$ cat config.mk
export PLATFORM = sky130hd
export DESIGN_NAME = hwag_tooth_tracker
export DESIGN_NICKNAME = d
export VERILOG_FILES = /design/src/rtl/hwag_pkg.sv /design/src/rtl/hwag_period_timer.sv /design/src/rtl/hwag_tooth_tracker.sv
export SDC_FILE = /design/constraint.sdc
export NUM_CORES = 1
export LEC_CHECK = 0
export ABC_AREA = 1
export ABC_CLOCK_PERIOD_IN_PS = 3200
export CAP_MARGIN = 20
export CORE_ASPECT_RATIO = 1.25
export CORE_MARGIN = 2
export CORE_UTILIZATION = 45
export CTS_CLUSTER_DIAMETER = 100
export DETAILED_ROUTE_END_ITERATION = 10
export PLACE_DENSITY = 0.66
export SKIP_CTS_REPAIR_TIMING = 1
export SYNTH_ARGS = -nofsm -noshare
export SYNTH_HDL_FRONTEND = slang
export SYNTH_SLANG_ARGS = --single-unit
$ cat constraint.sdc
create_clock -name clk -period 3.2 [get_ports clk]
set_input_delay 0.64 -clock clk [delete_from_list [all_inputs] [get_ports clk]]
set_output_delay 0.64 -clock clk [all_outputs]
set_load 0.01 [all_outputs]
$ cat src/rtl/hwag_pkg.sv
// hwag_pkg: shared state type and constants for the hwag tooth tracker
package hwag_pkg;
    typedef enum logic [1:0] {IDLE, FIRST, SEARCH, SYNC} tooth_state_t;
    localparam int GAP_SHIFT = 1;
    function automatic int last_tooth(input int total, input int missing);
        return total - missing - 1;
    endfunction
endpackage

$ cat src/rtl/hwag_period_timer.sv
// hwag_period_timer: saturating edge-to-edge cycle counter
//   clk, rst (sync, active-low); i_clear holds count at 0; i_start reloads 1;
//   o_count current count; o_sat high while count is all-ones
module hwag_period_timer #(
    parameter int CNT_WIDTH = 24
) (
    input  logic                 clk,
    input  logic                 rst,
    input  logic                 i_clear,
    input  logic                 i_start,
    output logic [CNT_WIDTH-1:0] o_count,
    output logic                 o_sat
);
    logic [CNT_WIDTH-1:0] r_count;
    assign o_count = r_count;
    assign o_sat   = &r_count;
    always_ff @(posedge clk)
        if (!rst || i_clear) r_count <= '0;
        else if (i_start)    r_count <= CNT_WIDTH'(1);
        else if (!o_sat)     r_count <= r_count + 1'b1;
endmodule

$ cat src/rtl/hwag_tooth_tracker.sv
// hwag_tooth_tracker: tooth period measurement and missing-tooth sync
//   clk, rst (sync, active-low), ena, cap_edge in;
//   tooth_num, sync, period, period_valid, gap_pulse, err_pulse, stall out (all registered)
module hwag_tooth_tracker
    import hwag_pkg::*;
#(
    parameter int CNT_WIDTH     = 24,
    parameter int TOOTH_TOTAL   = 60,
    parameter int TOOTH_MISSING = 2,
    parameter int TOOTH_WIDTH   = 8
) (
    input  logic                   clk,
    input  logic                   rst,
    input  logic                   ena,
    input  logic                   cap_edge,
    output logic [TOOTH_WIDTH-1:0] tooth_num,
    output logic                   sync,
    output logic [CNT_WIDTH-1:0]   period,
    output logic                   period_valid,
    output logic                   gap_pulse,
    output logic                   err_pulse,
    output logic                   stall
);
    localparam int                     L_INT = last_tooth(TOOTH_TOTAL, TOOTH_MISSING);
    localparam logic [TOOTH_WIDTH-1:0] L     = L_INT[TOOTH_WIDTH-1:0];

    tooth_state_t           r_state, w_state;
    logic [CNT_WIDTH-1:0]   r_prev, w_prev, r_period, w_period, w_cur;
    logic [TOOTH_WIDTH-1:0] r_tooth, w_tooth;
    logic                   r_sync, w_sync, r_pv, w_pv, r_gap_p, w_gap_p;
    logic                   r_err_p, w_err_p, r_stall_p, w_stall_p;
    logic                   w_sat, w_gap, w_clear;

    // Timer is held at zero while idle unless an edge is starting a measurement
    assign w_clear = !ena || (r_state == IDLE && !cap_edge);
    // Extra bit keeps prev<<1 from wrapping
    assign w_gap   = {1'b0, w_cur} >= ({1'b0, r_prev} << GAP_SHIFT);

    hwag_period_timer #(.CNT_WIDTH(CNT_WIDTH)) u_timer (
        .clk     (clk),
        .rst     (rst),
        .i_clear (w_clear),
        .i_start (cap_edge),
        .o_count (w_cur),
        .o_sat   (w_sat)
    );

    always_ff @(posedge clk)
        if (!rst) begin
            r_state   <= IDLE;
            r_prev    <= '0;
            r_period  <= '0;
            r_tooth   <= '0;
            r_sync    <= 1'b0;
            r_pv      <= 1'b0;
            r_gap_p   <= 1'b0;
            r_err_p   <= 1'b0;
            r_stall_p <= 1'b0;
        end else begin
            r_state   <= w_state;
            r_prev    <= w_prev;
            r_period  <= w_period;
            r_tooth   <= w_tooth;
            r_sync    <= w_sync;
            r_pv      <= w_pv;
            r_gap_p   <= w_gap_p;
            r_err_p   <= w_err_p;
            r_stall_p <= w_stall_p;
        end

    always_comb begin
        w_state   = r_state;
        w_prev    = r_prev;
        w_period  = r_period;
        w_tooth   = r_tooth;
        w_sync    = r_sync;
        w_pv      = 1'b0;
        w_gap_p   = 1'b0;
        w_err_p   = 1'b0;
        w_stall_p = 1'b0;
        if (!ena) begin
            w_state = IDLE;
            w_sync  = 1'b0;
            w_tooth = '0;
        end else if (r_state == IDLE) begin
            w_state = cap_edge ? FIRST : IDLE;
        end else if (w_sat) begin
            // A saturated count is not a valid period: restart on an edge, else stall
            w_state   = cap_edge ? FIRST : IDLE;
            w_stall_p = !cap_edge;
            w_sync    = 1'b0;
            w_tooth   = '0;
        end else if (cap_edge) begin
            w_prev   = w_cur;
            w_period = w_cur;
            w_pv     = 1'b1;
            if (r_state == FIRST) begin
                w_state = SEARCH;
            end else if (r_state == SEARCH) begin
                w_state = w_gap ? SYNC : SEARCH;
                w_sync  = w_gap;
                w_gap_p = w_gap;
                w_tooth = '0;
            end else if (r_tooth == L && w_gap) begin
                w_tooth = '0;
                w_gap_p = 1'b1;
            end else if (r_tooth != L && !w_gap) begin
                w_tooth = r_tooth + 1'b1;
            end else begin
                w_state = SEARCH;
                w_sync  = 1'b0;
                w_tooth = '0;
                w_err_p = 1'b1;
            end
        end
    end

    assign tooth_num    = r_tooth;
    assign sync         = r_sync;
    assign period       = r_period;
    assign period_valid = r_pv;
    assign gap_pulse    = r_gap_p;
    assign err_pulse    = r_err_p;
    assign stall        = r_stall_p;
endmodule
Word-level counts from Yosys, hierarchy flattened
Index checks and enable logic that the tools add are counted.

storage, ports and cells
  output and inout port bits = 37
  latch bits = 0
  bits of input ports = 4
  RAM bits = 0
  word-level logic and storage cells = 78
  bits in read-only memories = 0
  memories kept = 0
  flip-flop bits (word level) = 63

operators by class
  div/mod/pow operators = 0
  reduce and logical (&&, ||, !) cells = 23
  shifts and indexed selects = 0
  bitwise operators = 5
  multiplexer cells = 27
  $lt $le $gt $ge = 1
  $mul = 0
  equal/unequal tests = 10
  $add $sub $neg = 2

operators by type and width
  cell                                                              number
  8-bit two-way mux                                                 6
  24-bit by 25-bit >= comparator with 1-bit output                  1
  24-bit by 1-bit adder with 24-bit output (second input constant)  1
  24-bit AND reduction                                              1
  1-bit two-way mux                                                 14
  2-bit two-way mux                                                 7
  5-bit by 4-bit != test with 1-bit output (second input constant)  2
  8-bit by 1-bit adder with 8-bit output (second input constant)    1
  8-bit by 6-bit == test with 1-bit output (second input constant)  1
  8-bit by 6-bit != test with 1-bit output (second input constant)  1
  4-bit OR reduction                                                2
  8-bit OR reduction                                                1
  3-bit by 2-bit != test with 1-bit output (second input constant)  2
  3-bit AND reduction                                               2
  6-bit OR reduction                                                1
  1-bit inverter                                                    5
  5-bit AND reduction                                               1
  1-bit logical NOT                                                 4
  4-bit AND reduction                                               1
  1-bit logical AND                                                 3
  3-bit nonzero test                                                1
  2-bit by 1-bit == test with 1-bit output (second input constant)  1
  2-bit == test (second input constant)                             1
  2-bit logical NOT                                                 1
  6 further kinds                                                   7

Depth between registers and ports, before layout
  word-level depth = 10
  depth in mapped cells = 18
  mapped depth without buffers = 18

By module
From an unflattened synthesis, not the netlist that was laid out.

unflattened totals
  cells, all modules = 549
  area, all modules = 3754.9 µm²

by module, submodules not included
  module              sequential area each (µm²)  cells each  instances  area an instance (µm²)
  hwag_tooth_tracker  780.7                       317         1          2313.5
  hwag_period_timer   480.5                       232         1          1441.4

Worst setup path before layout
No wires, ideal clock.

  path type = reg-to-reg
  start = register u_timer.r_count[0], in the netlist u_timer.o_count[0]
  end = register r_tooth[6], in the netlist tooth_num[6]
  setup time = 120 ps
  path slack = 1291 ps
  cell stages (with the launch flop) = 12
  period minus slack after synthesis = 1909 ps
  arrival time = 1789 ps
  buffers on the path = 1
  data required time = 3080 ps
  cell sequence = dfxtp_1 -> ha_1 -> nand3_2 -> nor2_1 -> nand4_2 -> nor2_4 -> nor2_2 -> nor2_4 -> buf_6 -> nand4_1 -> xor2_1 -> nor2_2

on the way
  longest elaborated chain between the ends = 9
  elaborated cells on any way between the ends = 14
  classes of those cells = order compare: 1; eq/ne: 1; mux: 6; reduce/logical: 6

ends and longest elaborated chain
  item                                              RTL line                   RTL
  start, declared                                   hwag_period_timer.sv:14    logic [CNT_WIDTH-1:0] r_count;
  start signal, assigned                            hwag_period_timer.sv:20    else if (!o_sat) r_count <= r_count + 1'b1;
  24-bit by 25-bit >= comparator with 1-bit output  hwag_tooth_tracker.sv:37   assign w_gap = {1'b0, w_cur} >= ({1'b0, r_prev} << GAP_SHIFT);
  1-bit logical NOT                                 hwag_tooth_tracker.sv:107  end else if (r_tooth != L && !w_gap) begin
  1-bit logical AND                                 hwag_tooth_tracker.sv:107
  8-bit two-way mux                                 hwag_tooth_tracker.sv:107
  8-bit two-way mux                                 hwag_tooth_tracker.sv:104  end else if (r_tooth == L && w_gap) begin
  8-bit two-way mux                                 hwag_tooth_tracker.sv:99   end else if (r_state == SEARCH) begin
  8-bit two-way mux                                 hwag_tooth_tracker.sv:97   if (r_state == FIRST) begin
  8-bit two-way mux                                 hwag_tooth_tracker.sv:93   end else if (cap_edge) begin
  8-bit two-way mux                                 hwag_tooth_tracker.sv:87   end else if (w_sat) begin
  end signal, assigned                              hwag_tooth_tracker.sv:63   r_tooth <= w_tooth;
  end, declared                                     hwag_tooth_tracker.sv:29   logic [TOOTH_WIDTH-1:0] r_tooth, w_tooth;

Parallel ways exist; a longest one is shown, timed or not. The select of a mux whose other input is x is not followed.
A chain may end at the register's enable or synchronous reset.

Worst setup path in the final report
  start = register u_timer.r_count[0], in the netlist u_timer.o_count[0]
  end = register r_period[9], in the netlist period[9]

on the way
  longest elaborated chain between the ends = 3

ends and longest elaborated chain
  item                                  RTL line                  RTL
  24-bit AND reduction                  hwag_period_timer.sv:16   assign o_sat = &r_count;
  1-bit inverter (no source line)       --
  4-bit AND reduction (no source line)  --
  end signal, assigned                  hwag_tooth_tracker.sv:62  r_period <= w_period;
  end, declared                         hwag_tooth_tracker.sv:28  logic [CNT_WIDTH-1:0] r_prev, w_prev, r_period, w_period, w_cur;

No other way between the ends.

==> qor.csv <==
stage;metric;value;unit
run_status;status;finished clean;
critical_path;critical path arrival;2730;ps
synthesis;YS warnings;0;
worst_hold_path;Tightest Hold Check Type;flip-flop to flip-flop;
synthesis;Post-synth EDFFs;0;
global_routing;Total GRT Usage;19.7;%
cts;clock sinks;63;
detailed_routing;DR WL/cell;12.4;um
timing;Max Slew Vio Count;0;
final_layout;area of all placed cells without fillers;4380;um2
cts;CTS root buf;clkbuf_8;
cts;Skew-Pair Late Insertion Delay;360;ps
worst_hold_path;startpoint of the worst hold path;sync;
floorplan;Initial Util;46.5;%
flow_run;Max-cap violations;0;
final_layout;# diodes;0;
detailed_routing;Detailed Route WL;8270;um
timing;Period minus WS final;2490;ps
cts;clock tree buffer depth;2;
timing;Fmax;402;MHz
timing;Max-slew headroom;65.1;%
synthesis;Synth cell types;33;
floorplan;Core Box Area;7840;um2
timing;worst slew pin tran;522;ps
detailed_routing;initial DRC count;146;
timing;Clock Skews;9.29;ps
cts;CTS H-tree lvls;3;
timing;Post-Route Setup TNS;0;ps
floorplan;I/O pin cnt;41;
global_routing;initial antenna violation count;0;
pwr;Pwr per Cell Area;429;nW/um2
synthesis;share of synthesized flip-flops with an asynchronous set or reset;0;%
detailed_routing;detailed-route via count;3363;
place;Port Buffers;40;
synthesis;Synth top area share;34.6;%
floorplan;die width;84.5;um
synthesis;Post-synth top flop;dfxtp_1;
timing;Final Cycle Share;77.7;%
floorplan;num rows;36;
detailed_routing;Pre-antenna DRT Iters;4;
cts;CTS tree;built;
final_layout;share of layout cells above drive strength 1;5.57;%
synthesis;synthesized area per cell;6.94;um2
timing;final hold violations;0;
final_layout;Layout area overhead;20.2;%
synthesis;Post-synth top cells;inv_1 (114), nand2_1 (113), dfxtp_1 (63), nor2_1 (51), ha_1 (29);
pwr;Leak Pwr;2.11;nW
timing;unrepaired setup endpoints after global routing;false;
global_routing;total gr overflow;0;
final_layout;Filler cells;786;
critical_path;crit end category;flip-flop;
place;Placed Instance Area;4130;um2
final_layout;Reg area;1260;um2
detailed_routing;Via density;5.03;
synthesis;sequential fraction of the synthesis area;34.6;%
synthesis;syn nets;558;
critical_path;CP startpoint;u_timer.o_count[0];
synthesis;synthesized instance count;525;
critical_path;CP required;3450;ps
synthesis;synthesized area;3640;um2
final_layout;layout net count;602;
global_routing;largest net degree at the start of global routing;27;
final_layout;footprint of the multi-input gates;1880;um2
synthesis;synthesized flop and latch total;63;
timing;worst hold slack;467;ps
detailed_routing;DRT antenna net count;0;
global_routing;first-pass GRT wire length;14300;um
place;hpwl dp;6430;um
worst_hold_path;Hold Path Depth;2;
critical_path;Crit Path Max Fanout;26;
cts;Clk pin slew, worst setup/hold paths;70;ps
floorplan;Die H;105;um
synthesis;Synth area leaders;dfxtp_1 (35%), inv_1 (12%), nand2_1 (12%), ha_1 (10%), nor2_1 (5.3%);
synthesis;most numerous cell in the Yosys netlist;inv_1;
timing;Final setup violation count;0;
critical_path;FF-to-FF path depth;11;
synthesis;cell accounting for the most synthesized area;dfxtp_1;
floorplan;Die ar.;8830;um2
global_routing;vias in the first global route;3235;
critical_path;type of origin of the critical path;flip-flop;
cts;CTS buffer count;9;
place;global placement routability congestion;0.879;
critical_path;CP Class;flip-flop to flip-flop;
pwr;VDD IR-drop max;0.000231;V
detailed_routing;# DRC;0;
critical_path;worst r2r src;u_timer.o_count[0];
==> power by group <==
part	total, mW	switching (mW)	internal [mW]	leakage [nW]
Combinational	0.204	0.124	0.0799	1.48
Sequential	0.808	0.00901	0.799	0.509
Clock	0.865	0.346	0.520	0.120
Total	1.88	0.479	1.40	2.11
==> layout make-up <==
cell class / count / share of cell area [%]
clock inverters: 7 / 2.74
multi-input cells: 335 / 42.8
inverters: 116 / 9.95
clock buffers: 9 / 2.83
flip-flops and latches: 63 / 28.8
well taps: 95 / 2.72
repair buffers: 44 / 10.1
==> sequential cells by signal (all words and copies together) (netlist names) <==
name,flops
period_valid,1
sync,1
err_pulse,1
u_timer.o_count,24
stall,1
tooth_num,8
period,24
r_state,2
gap_pulse,1
==> cells by family after synthesis <==
group	after synthesis	synth area share, %
flip-flops	63	34.6
AO/OA/AOI/OAI	72	12.2
XOR/XNOR	10	2.40
AND/OR/NAND/NOR	224	27.0
adder cells (fa/ha/maj)	29	9.96
buffers and inverters	127	13.9
==> metal layers <==
layer | wire length (um) | part of all wire (%) | up-vias | global-route usage, %
li1 | - | - | 1752 | -
met1 | 3630 | 44 | 1532 | 23.1
met2 | 4150 | 50 | 60 | 34.8
met3 | 275 | 3.3 | 19 | 3.08
met4 | 218 | 2.6 | 0 | 9.18
met5 | 0 | 0 | - | 0
==> worst max-delay path, cell delays in order (launching register included) <==
cell and delay, ps:
dfxtp_1 450, ha_1 250, nand3_2 130, nor2_1 180, nand4_2 180, nor2_4 270
nor2_1 130, nand3_2 350, buf_12 220, nand2_1 70, o211ai_1 70, inv_1 60
==> through the flow <==
stage	util [%]	instances	power (mW)	setup slack (ps)
2_1_floorplan	-	525	0.966	1290
3_3_place_gp	52.7	653	1.03	828
3_5_place_dp	52.7	653	1.03	747
4_1_cts	55.9	669	1.89	720
5_1_grt	55.9	669	1.95	472
6_report	55.9	669	1.88	714
==> cells in the final DEF, fill, tap and decap left out, types with 8 or more instances in the layout <==
master	n
inv_1	114
nand2_1	113
dfxtp_1	63
nor2_1	51
clkdlybuf4s50_1	40
ha_1	29
o211ai_1	24
nand3_1	22
a21oi_1	22
nor3_1	16
o21ai_0	15
nand4_1	9
clkbuf_8	9
xor2_1	8
==> final timing paths <==
| path | slack [ps] | endpoint |
|---|---|---|
| worst min-delay path | 470 | sync |
| worst max-delay path | 710 | period[9] |
| worst max register to register | 710 | period[9] |
| worst min register to register | 470 | sync |
Note: power is estimated with default switching activity, not from simulation.
